===== config.mk =====
export PLATFORM = sky130hd
export DESIGN_NAME = nivel_cxa_sensor
export DESIGN_NICKNAME = d
export VERILOG_FILES = /design/src/rtl/nivel_cxa_pkg.sv /design/src/rtl/nivel_cxa_sensor_debounce.sv /design/src/rtl/nivel_cxa_sensor.sv
export SDC_FILE = /design/constraint.sdc
export NUM_CORES = 1
export LEC_CHECK = 0
export ABC_AREA = 1
export ABC_CLOCK_PERIOD_IN_PS = 1620
export CAP_MARGIN = 25
export CORE_ASPECT_RATIO = 0.6
export CORE_MARGIN = 3
export CORE_UTILIZATION = 45
export DETAILED_ROUTE_END_ITERATION = 10
export PLACE_DENSITY_LB_ADDON = 0.15
export SLEW_MARGIN = 10
export SYNTH_ARGS = -nofsm -noshare
export SYNTH_HDL_FRONTEND = slang
export SYNTH_SLANG_ARGS = --single-unit

===== constraint.sdc =====
create_clock -name clk -period 1.62 [get_ports clk]
set_input_delay 0.486 -clock clk [delete_from_list [all_inputs] [get_ports clk]]
set_output_delay 0.486 -clock clk [all_outputs]
set_load 0.01 [all_outputs]

===== src/rtl/nivel_cxa_pkg.sv =====
// Shared definitions for the tank-level sensor front end.
//
// Contents:
//   - level code constants driven onto Nv1/Nv0
//   - fill-valve FSM state type
//   - default debounce depth
//   - encode_level(): maps a debounced {alto, medio, baixo} pattern to a level code.
//     Patterns that float sensors cannot physically produce are flagged as invalid.
//
// Optional feature macro used elsewhere: FILL_TIMEOUT_EN.
package nivel_cxa_pkg;

  localparam logic [1:0] NV_VAZIA = 2'b00;
  localparam logic [1:0] NV_BAIXO = 2'b01;
  localparam logic [1:0] NV_MEDIO = 2'b10;
  localparam logic [1:0] NV_CHEIA = 2'b11;

  localparam int DEB_CYCLES_DEF = 4;
  localparam int CNT_W_DEF      = 16;

  typedef enum logic [1:0] {
    PARADO   = 2'd0,
    ENCHENDO = 2'd1,
    FALHA    = 2'd2
  } fill_state_e;

  typedef struct packed {
    logic       valid;
    logic [1:0] code;
  } level_t;

  // A higher sensor can only be wet if every sensor below it is wet too.
  function automatic level_t encode_level(input logic [2:0] pat);
    level_t lvl;
    lvl.valid = 1'b1;
    lvl.code  = NV_VAZIA;
    case (pat)
      3'b000:  lvl.code = NV_VAZIA;
      3'b001:  lvl.code = NV_BAIXO;
      3'b011:  lvl.code = NV_MEDIO;
      3'b111:  lvl.code = NV_CHEIA;
      default: lvl.valid = 1'b0;
    endcase
    return lvl;
  endfunction

endpackage


===== src/rtl/nivel_cxa_sensor_debounce.sv =====
// debounce_sensor: 2-flop synchroniser followed by a debounce counter for one
// raw, asynchronous float-sensor input.
//
// Ports:
//   clk    in   system clock
//   rst_n  in   asynchronous active-low reset
//   raw_i  in   raw sensor level (asynchronous)
//   deb_o  out  debounced, synchronous sensor level
//
// Timing: a raw change first sampled at edge 0 reaches deb_o at edge
// 2+DEB_CYCLES, provided it stays stable. Shorter glitches are discarded.
module debounce_sensor
  import nivel_cxa_pkg::*;
#(
  parameter int DEB_CYCLES = DEB_CYCLES_DEF,
  parameter int CNT_W      = CNT_W_DEF
) (
  input  logic clk,
  input  logic rst_n,
  input  logic raw_i,
  output logic deb_o
);

  logic             sync1_q, sync2_q;
  logic             deb_q, deb_d;
  logic [CNT_W-1:0] cnt_q, cnt_d;

  // cnt_q counts the edges at which the synchronised value has already
  // disagreed with deb_q. The new value is accepted at the next disagreeing
  // edge after that count reaches DEB_CYCLES. Any agreeing cycle restarts the
  // count, so a short glitch never gets through.
  always_comb begin
    // NOTE: every signal assigned here gets a default first so no latch is inferred.
    deb_d = deb_q;
    cnt_d = '0;
    if (sync2_q != deb_q) begin
      if (cnt_q == CNT_W'(DEB_CYCLES)) begin
        deb_d = sync2_q;
      end else begin
        cnt_d = cnt_q + 1'b1;
      end
    end
  end

  // NOTE: sequential state uses non-blocking assignments only, so every flop samples pre-edge values.
  always_ff @(posedge clk or negedge rst_n) begin
    if (!rst_n) begin
      sync1_q <= 1'b0;
      sync2_q <= 1'b0;
      deb_q   <= 1'b0;
      cnt_q   <= '0;
    end else begin
      sync1_q <= raw_i;
      sync2_q <= sync1_q;
      deb_q   <= deb_d;
      cnt_q   <= cnt_d;
    end
  end

  assign deb_o = deb_q;

endmodule


===== src/rtl/nivel_cxa_sensor.sv =====
// nivel_cxa_sensor: tank-level sensor front end.
// - Synchronises and debounces three float sensors.
// - Encodes the tank level for the 7-segment decoder.
// - Flags inconsistent sensor patterns.
// - Drives the fill valve through a hysteresis FSM.
//
// Ports:
//   clk      in   system clock (rising edge)
//   rst_n    in   asynchronous active-low reset
//   S_BAIXO  in   low float sensor, raw/asynchronous, 1 = wet
//   S_MEDIO  in   mid float sensor, raw/asynchronous
//   S_ALTO   in   high float sensor, raw/asynchronous
//   Nv1/Nv0  out  registered level code (holds last valid code)
//   VALVULA  out  registered fill-valve command, 1 = open
//   ERRO     out  registered fault flag, 1 only in FALHA
//
// Optional feature: define FILL_TIMEOUT_EN to add a fill timeout.
// In ENCHENDO, if the level does not rise for TIMEOUT_CYCLES cycles, the FSM
// forces FALHA. A sticky flag then holds FALHA until rst_n.
module nivel_cxa_sensor
  import nivel_cxa_pkg::*;
#(
  parameter int DEB_CYCLES = DEB_CYCLES_DEF,
`ifdef FILL_TIMEOUT_EN
  parameter int TIMEOUT_CYCLES = 1000,
`endif
  parameter int CNT_W = CNT_W_DEF
) (
  input  logic clk,
  input  logic rst_n,
  input  logic S_BAIXO,
  input  logic S_MEDIO,
  input  logic S_ALTO,
  output logic Nv1,
  output logic Nv0,
  output logic VALVULA,
  output logic ERRO
);

  logic [2:0]  deb_pat;  // {alto, medio, baixo}
  level_t      lvl;
  fill_state_e state_q, state_d;
  logic [1:0]  nv_q, nv_d;
  logic        valvula_q, valvula_d;
  logic        erro_q, erro_d;
  logic        timeout_hit;
  logic        fault_sticky;

  debounce_sensor #(.DEB_CYCLES(DEB_CYCLES), .CNT_W(CNT_W)) u_deb_baixo (
    .clk(clk), .rst_n(rst_n), .raw_i(S_BAIXO), .deb_o(deb_pat[0])
  );
  debounce_sensor #(.DEB_CYCLES(DEB_CYCLES), .CNT_W(CNT_W)) u_deb_medio (
    .clk(clk), .rst_n(rst_n), .raw_i(S_MEDIO), .deb_o(deb_pat[1])
  );
  debounce_sensor #(.DEB_CYCLES(DEB_CYCLES), .CNT_W(CNT_W)) u_deb_alto (
    .clk(clk), .rst_n(rst_n), .raw_i(S_ALTO), .deb_o(deb_pat[2])
  );

  assign lvl = encode_level(deb_pat);

`ifdef FILL_TIMEOUT_EN
  logic [CNT_W-1:0] to_cnt_q, to_cnt_d;
  logic             to_flag_q, to_flag_d;
  logic             level_up;

  // Any rise in the encoded level counts as fill progress and restarts the timeout.
  always_comb begin
    level_up    = lvl.valid && (lvl.code > nv_q);
    timeout_hit = (state_q == ENCHENDO) && !level_up &&
                  (to_cnt_q == CNT_W'(TIMEOUT_CYCLES - 1));
    to_cnt_d    = ((state_q == ENCHENDO) && !level_up) ? to_cnt_q + 1'b1 : '0;
    // With a consistent pattern, ENCHENDO -> FALHA can only be the timeout.
    to_flag_d   = to_flag_q |
                  ((state_q == ENCHENDO) && (state_d == FALHA) && lvl.valid);
  end

  always_ff @(posedge clk or negedge rst_n) begin
    if (!rst_n) begin
      to_cnt_q  <= '0;
      to_flag_q <= 1'b0;
    end else begin
      to_cnt_q  <= to_cnt_d;
      to_flag_q <= to_flag_d;
    end
  end

  assign fault_sticky = to_flag_q;
`else
  assign timeout_hit  = 1'b0;
  assign fault_sticky = 1'b0;
`endif

  // State register.
  always_ff @(posedge clk or negedge rst_n) begin
    if (!rst_n) begin
      state_q <= PARADO;
    end else begin
      state_q <= state_d;
    end
  end

  // Next-state logic.
  // Priority: inconsistency, then fill complete, then start fill.
  // At NV_MEDIO neither PARADO nor ENCHENDO changes state (hysteresis band).
  always_comb begin
    state_d = state_q;
    case (state_q)
      PARADO: begin
        if (!lvl.valid)                 state_d = FALHA;
        else if (lvl.code <= NV_BAIXO)  state_d = ENCHENDO;
      end
      ENCHENDO: begin
        if (!lvl.valid)                 state_d = FALHA;
        else if (lvl.code == NV_CHEIA)  state_d = PARADO;
        else if (timeout_hit)           state_d = FALHA;
      end
      FALHA: begin
        // Leave through PARADO so the fill decision is re-evaluated next cycle.
        if (lvl.valid && !fault_sticky) state_d = PARADO;
      end
      default:                          state_d = PARADO;
    endcase
  end

  // Output logic: outputs are registered from the next state,
  // so they change on the same edge as the state.
  always_comb begin
    nv_d      = lvl.valid ? lvl.code : nv_q;
    valvula_d = (state_d == ENCHENDO);
    erro_d    = (state_d == FALHA);
  end

  always_ff @(posedge clk or negedge rst_n) begin
    if (!rst_n) begin
      nv_q      <= NV_VAZIA;
      valvula_q <= 1'b0;
      erro_q    <= 1'b0;
    end else begin
      nv_q      <= nv_d;
      valvula_q <= valvula_d;
      erro_q    <= erro_d;
    end
  end

  assign Nv1     = nv_q[1];
  assign Nv0     = nv_q[0];
  assign VALVULA = valvula_q;
  assign ERRO    = erro_q;

endmodule

### Word-level counts from Yosys, hierarchy flattened

Cells that the tools add are included.

| operators by class | value |
|---|---|
| reduce and logical (&&, ||, !) cells | 6 |
| divide/modulo/power cells | 0 |
| multipliers | 0 |
| magnitude comparators | 1 |
| equal/unequal tests | 14 |
| bitwise gates (word level) | 0 |
| add/subtract/negate cells | 3 |
| shift operators | 0 |
| mux-type cells | 14 |

Operators by type and width:

| kind | number |
|---|---|
| $mux 16 | 6 |
| $add 16x1->16 const B | 3 |
| $eq 16x3->1 const B | 3 |
| $pmux 2 s3 | 2 |
| $mux 2 | 5 |
| $eq 2x2->1 const B | 3 |
| $reduce_and 2->1 | 3 |
| $eq 2x1->1 const B | 2 |
| $reduce_or 4->1 | 1 |
| $eq 3x1->1 const B | 1 |
| $eq 3x2->1 const B | 1 |
| $eq 3x3->1 const B | 1 |
| $logic_not 3->1 | 1 |
| $ne 1x1->1 | 3 |
| $le 2x1->1 const B | 1 |
| $logic_not 2->1 | 1 |
| $mux 1 | 1 |

| word-level totals | value |
|---|---|
| bits in latches | 0 |
| ROM bits | 0 |
| logic and storage cells | 54 |
| output and inout port bits | 4 |
| memories | 0 |
| bits in writable memories | 0 |
| input port bits | 5 |
| bits in registers | 63 |

### Longest topological paths before layout

| depth | value |
|---|---|
| word-level depth | 7 |
| gate-level depth with buffers | 8 |
| depth with buffers taken out | 7 |

### Hierarchy

Synthesis repeated with hierarchy kept, for this count alone.

| unflattened totals | value |
|---|---|
| cell total of the unflattened synthesis | 415 |
| area, all modules | 3245.6 sq um |

By module, submodules not included:

| module | times used | cells an instance | sequential area each (sq um) | area an instance (sq um) |
|---|---|---|---|---|
| debounce_sensor | 3 | 130 | 475.5 | 1003.5 |
| nivel_cxa_sensor | 1 | 25 | 150.1 | 235.2 |

### Worst setup path after synthesis

OpenSTA, ideal clock, no wires.

| timing path | value |
|---|---|
| path kind | register to register |
| from | reg u_deb_alto.cnt_q[0] |
| to | reg u_deb_alto.cnt_q[14] |
| library setup time | 0.124 ns |
| arrival time | 1.111 ns |
| path buffers | 0 |
| period minus slack after synthesis | 1.234 ns |
| setup slack | 0.386 ns |
| stages on the path, launching flop included | 8 |
| data required time | 1.496 ns |
| cell sequence | dfrtp_1 > inv_1 > ha_1 > nand3_1 > nor2_1 > nand2_1 > nand2_1 > a21oi_1 |

| between the ends | value |
|---|---|
| word-level cells in the longest chain between the ends | 3 |
| elaborated cells on any way between the ends | 4 |
| those cells by class | add/sub: 1; eq/ne: 1; mux: 2 |

Ends and longest elaborated chain:

| item | RTL line | text |
|---|---|---|
| start: declaration | nivel_cxa_sensor_debounce.sv:26 | `logic [CNT_W-1:0] cnt_q, cnt_d;` |
| start signal: assignment | nivel_cxa_sensor_debounce.sv:56 | `cnt_q <= cnt_d;` |
| $add 16x1->16 / $eq 16x3->1 (equally long branches) | nivel_cxa_sensor_debounce.sv:40, nivel_cxa_sensor_debounce.sv:37 |  |
| $mux 16 (*) | nivel_cxa_sensor_debounce.sv:37 | `if (cnt_q == CNT_W'(DEB_CYCLES)) begin` |
| $mux 16 (*) | nivel_cxa_sensor_debounce.sv:36 | `if (sync2_q != deb_q) begin` |
| named net u_deb_alto.cnt_d[14] | nivel_cxa_sensor_debounce.sv:26 |  |

The timed path passes the listed nets; every way through them passes the cells marked *.
A chain may end at the register's enable or synchronous reset.

### Worst setup path in the final report

| timing path | value |
|---|---|
| from | reg nv_q[0] |
| to | out Nv0 |

RTL lines:

| item | RTL line | text |
|---|---|---|
| start: declaration | nivel_cxa_sensor.sv:43 | `logic [1:0] nv_q, nv_d;` |
| start signal: assignment | nivel_cxa_sensor.sv:139 | `nv_q <= nv_d;` |
| end: declaration | nivel_cxa_sensor.sv:35 | `output logic Nv0,` |

No word-level cell between the ends.

==> results.txt <==
- Max-slew violation count: 0
* Starting density of the core: 0.476
- After layout, the minimum clock period comes to around 1.5 ns.
- Power share of the combinational group: 0.190
* Fraction of synthesized cell area taken by the top area cell type: 0.483
- Post-synthesis instance area: approximately 3300 um2
* Count leader, synth: sky130_fd_sc_hd__nor2_1
- Summed over all cells, the static leakage comes to about 1.6 nW.
* Number of vias after detailed routing: ~2700
* Final worst clock skew: just under 0.007 ns
- Share of flip-flops with an asynchronous set or reset: 1.00
- In this run the worst path has a maximum fanout of 2.
- The synthesized netlist contains 25 unique library cells.
- Clock tree root driver cell: sky130_fd_sc_hd__clkbuf_16
- Die Ht: just over 70 um
- Status: complete, no violations
- Worst path slowest cell: sky130_fd_sc_hd__dfrtp_1
* Top cell family by delay on the critical path: flip-flops
- In this run the power spent charging and discharging nets is about 1.4 mW.
- Data arrives at the worst endpoint at between 0.9 and 1 ns.
* Port bufs: 8
- Detailed placement finished with a half-perimeter wire length of 5.16 mm.
* Required arrival time at the worst endpoint: about 1.1 ns
- Final count of negative-setup-slack endpoints: 0
* Class of the tightest hold or removal check: input port to asynchronous set/reset pin
- The floorplan step defined a die boundary enclosing ~8300 um2.
* Share of cells above drive strength 1: 0.0820
* Syn Inst Count: 427
* Inserted Clock Buffers: 9
- Cell internal power dissipation: ~3.4 mW
- Ranked by instance count, the synthesized netlist is headed by 122 x sky130_fd_sc_hd__nor2_1, 95 x sky130_fd_sc_hd__nand2_1, 63 x sky130_fd_sc_hd__dfrtp_1.
* Total core area: between 6000 and 7000 um2
* Power density over the cells: roughly 1300 nW/um2
- Flop pwr share: 0.406
- Yosys warning total: 0
- Setup repair after global routing left no endpoint under its margin.
* Category of the worst setup path launch point: register
* Horizontal die dimension: between 100 and 150 um
- # IOs: 9
* Global-route usage over all layers: 0.186
* Max_slew headroom: 0.772
- Postcts setup bufs: 0
- In the finished design, the share of the clock period the worst path needs comes to 0.912.
- Max-cap violation count: 0
- Counting flops and latches in the post-synthesis netlist gives 63.
- A synthesized cell averages 7.64 um2.
* Total length of routed wires: 7.01 mm
- Hold timing on the final database bottoms out at a slack of 0.154 ns.
* Synth top area cells: sky130_fd_sc_hd__dfrtp_1 48%, sky130_fd_sc_hd__nor2_1 14%, sky130_fd_sc_hd__nand2_1 11%
- Based on the critical path, the design can be clocked at up to a little under 700 MHz.
- The via count of the first global-routing pass was around 2400.
- The worst-case IR drop observed on VDD is around 0.62 mV.
- The longest clock path from root to sink contains 2 buffers.
- Count of nets left with antenna violations after detail routing: 0
- Post-Synthesis Net Count: about 440
- Wire length of the first global-routing pass: between 10 and 15 mm
- Global routing finished with a remaining overflow of 0.
* Final hold violation count: 0
- Dividing the detail-routed via count by the number of cells gives between 5 and 6.
- Routability Congestion: 0.918
- TritonCTS built the clock tree.
- Setup CP Type: register to output port
- Post-CTS Resized: 4
- In this run, post-CTS hold repair placed 0 buffers.
- Sequential area share after synthesis: 0.483
* Core Rows: 23
* Number of optimization iterations in the first detailed-route pass: 5
* Number of nets in the layout: between 400 and 500
- Initial antenna violation count: 0
- Summed over all instances, the cell type with the most area after synthesis is sky130_fd_sc_hd__dfrtp_1.
* Pin count of the biggest net entering global routing: 64
- Fraction of the core area covered by cells at the end of the flow: 0.550
- Series of cell instances along the critical path: dlygate4sd2_1
- Final-layout setup total negative slack: 0 ns
- The number of buffers and inverters on the critical path is 1.
* Average wire per standard cell: around 13 um
- Share of total power consumed by net switching: 0.295
- After detailed routing, the number of remaining DRC violations is 0.
- Critical path capture point type: output port
* Clock net sink count: 63
- Of the total power, the clock network draws 0.404.
* H-tree depth: 3
* Maximum single-stage delay on the critical path: 0.38 ns
* Synthesis-to-layout area growth: 15.5%
- Clock latency on the worst-skew pair, taken at its later pin, is 0.33 ns.
- At the pin with the least slew margin, the transition time is 0.342 ns.
* Overall Power: roughly 4.8 mW
- Post-synth EDFFs: 0
- Number of diodes: 0
- Detailed router's first-iteration violation count: 224
* Most instantiated flip-flop cell in the synthesis netlist: sky130_fd_sc_hd__dfrtp_1
* Clock transition time at the flip-flop clock pins of the worst setup and hold paths: 0.05 ns
## cell type report
class,instances,area [um2]
well taps,87,109
flip-flops and latches,63,1580
fillers,641,3080
clock inverters,3,40.0
clock buffers,13,270
inverters,36,135
multi-input cells,326,1540
repair buffers,10,97.6
## registers in the layout (all words and copies together), names as in the netlist, 2 cells and up
signal / count
nv_q: 2
state_q: 2
u_deb_alto.cnt_q: 16
u_deb_baixo.cnt_q: 16
u_deb_medio.cnt_q: 16
## through the flow
stage          instances  instance area [um2]  worst slack (ns)
6_report             538                 3770             0.143
5_1_grt              538                 3770            0.0547
4_1_cts              538                 3770             0.123
3_5_place_dp         522                 3460             0.195
3_3_place_gp         522                 3460             0.196
2_1_floorplan        427                 3260             0.386
## power by group through the flow
| stage | registers, mW | logic (mW) | clock network, mW |
|---|---|---|---|
| 6_report | 1.96 | 0.914 | 1.94 |
| 5_1_grt | 1.98 | 1.06 | 2.08 |
| 4_1_cts | 1.95 | 0.926 | 2.02 |
| 3_5_place_dp | 1.98 | 0.947 | 0 |
| 3_3_place_gp | 1.97 | 0.939 | 0 |
| 2_1_floorplan | 1.96 | 0.610 | 0 |
## cell usage in the layout (no fill, tap or decap), types with 9 or more instances in the layout
cell / synthesis / layout
sky130_fd_sc_hd__dfrtp_1: 63 / 63
sky130_fd_sc_hd__clkbuf_16: 0 / 9
sky130_fd_sc_hd__nand3_1: 22 / 22
sky130_fd_sc_hd__o21ai_0: 9 / 9
sky130_fd_sc_hd__xor2_1: 12 / 12
sky130_fd_sc_hd__inv_1: 33 / 33
sky130_fd_sc_hd__a21oi_1: 9 / 9
sky130_fd_sc_hd__nor2_1: 122 / 122
sky130_fd_sc_hd__nand2_1: 95 / 95
sky130_fd_sc_hd__nand4_1: 17 / 17
## path summary, 6_finish.rpt
kind                                                    start                             end  slack (ns)  depth (start not counted)
worst min-delay path                                    rst_n  u_deb_baixo.cnt_q[4]$_DFF_PN0_        0.15                          2
worst min register to register  u_deb_medio.sync1_q$_DFF_PN0_   u_deb_medio.sync2_q$_DFF_PN0_        0.34                          0
worst max-delay path                      nv_q[0]$_DFFE_PN0P_                             Nv0        0.14                          1
min in group clk                u_deb_medio.sync1_q$_DFF_PN0_   u_deb_medio.sync2_q$_DFF_PN0_        0.34                          0
max in group asynchronous                               rst_n  u_deb_alto.cnt_q[15]$_DFF_PN0_        1.18                          2
worst max register to register  u_deb_alto.cnt_q[0]$_DFF_PN0_  u_deb_alto.cnt_q[14]$_DFF_PN0_        0.17                          7
## kinds of logic (layout without fill, tap and decap cells)
| kind of cell | Yosys count | after routing | synth area share |
|---|---|---|---|
| buf+inv | 38 | 62 | 0.0449 |
| flops | 63 | 63 | 0.483 |
| xor+xnor | 17 | 17 | 0.0456 |
| compound gates | 26 | 26 | 0.0433 |
| simple gates | 277 | 277 | 0.360 |
| fa+ha+maj | 6 | 6 | 0.0230 |
## metal layers
layer | share of wire | wire length, um | GRT usage
met2 | 0.35 | 2420 | 0.214
met3 | 0.065 | 459 | 0.0542
met4 | 0.014 | 98 | 0.0695
met1 | 0.57 | 4030 | 0.314
met5 | 0 | 0 | 0
(Power assumes the default switching activity.)
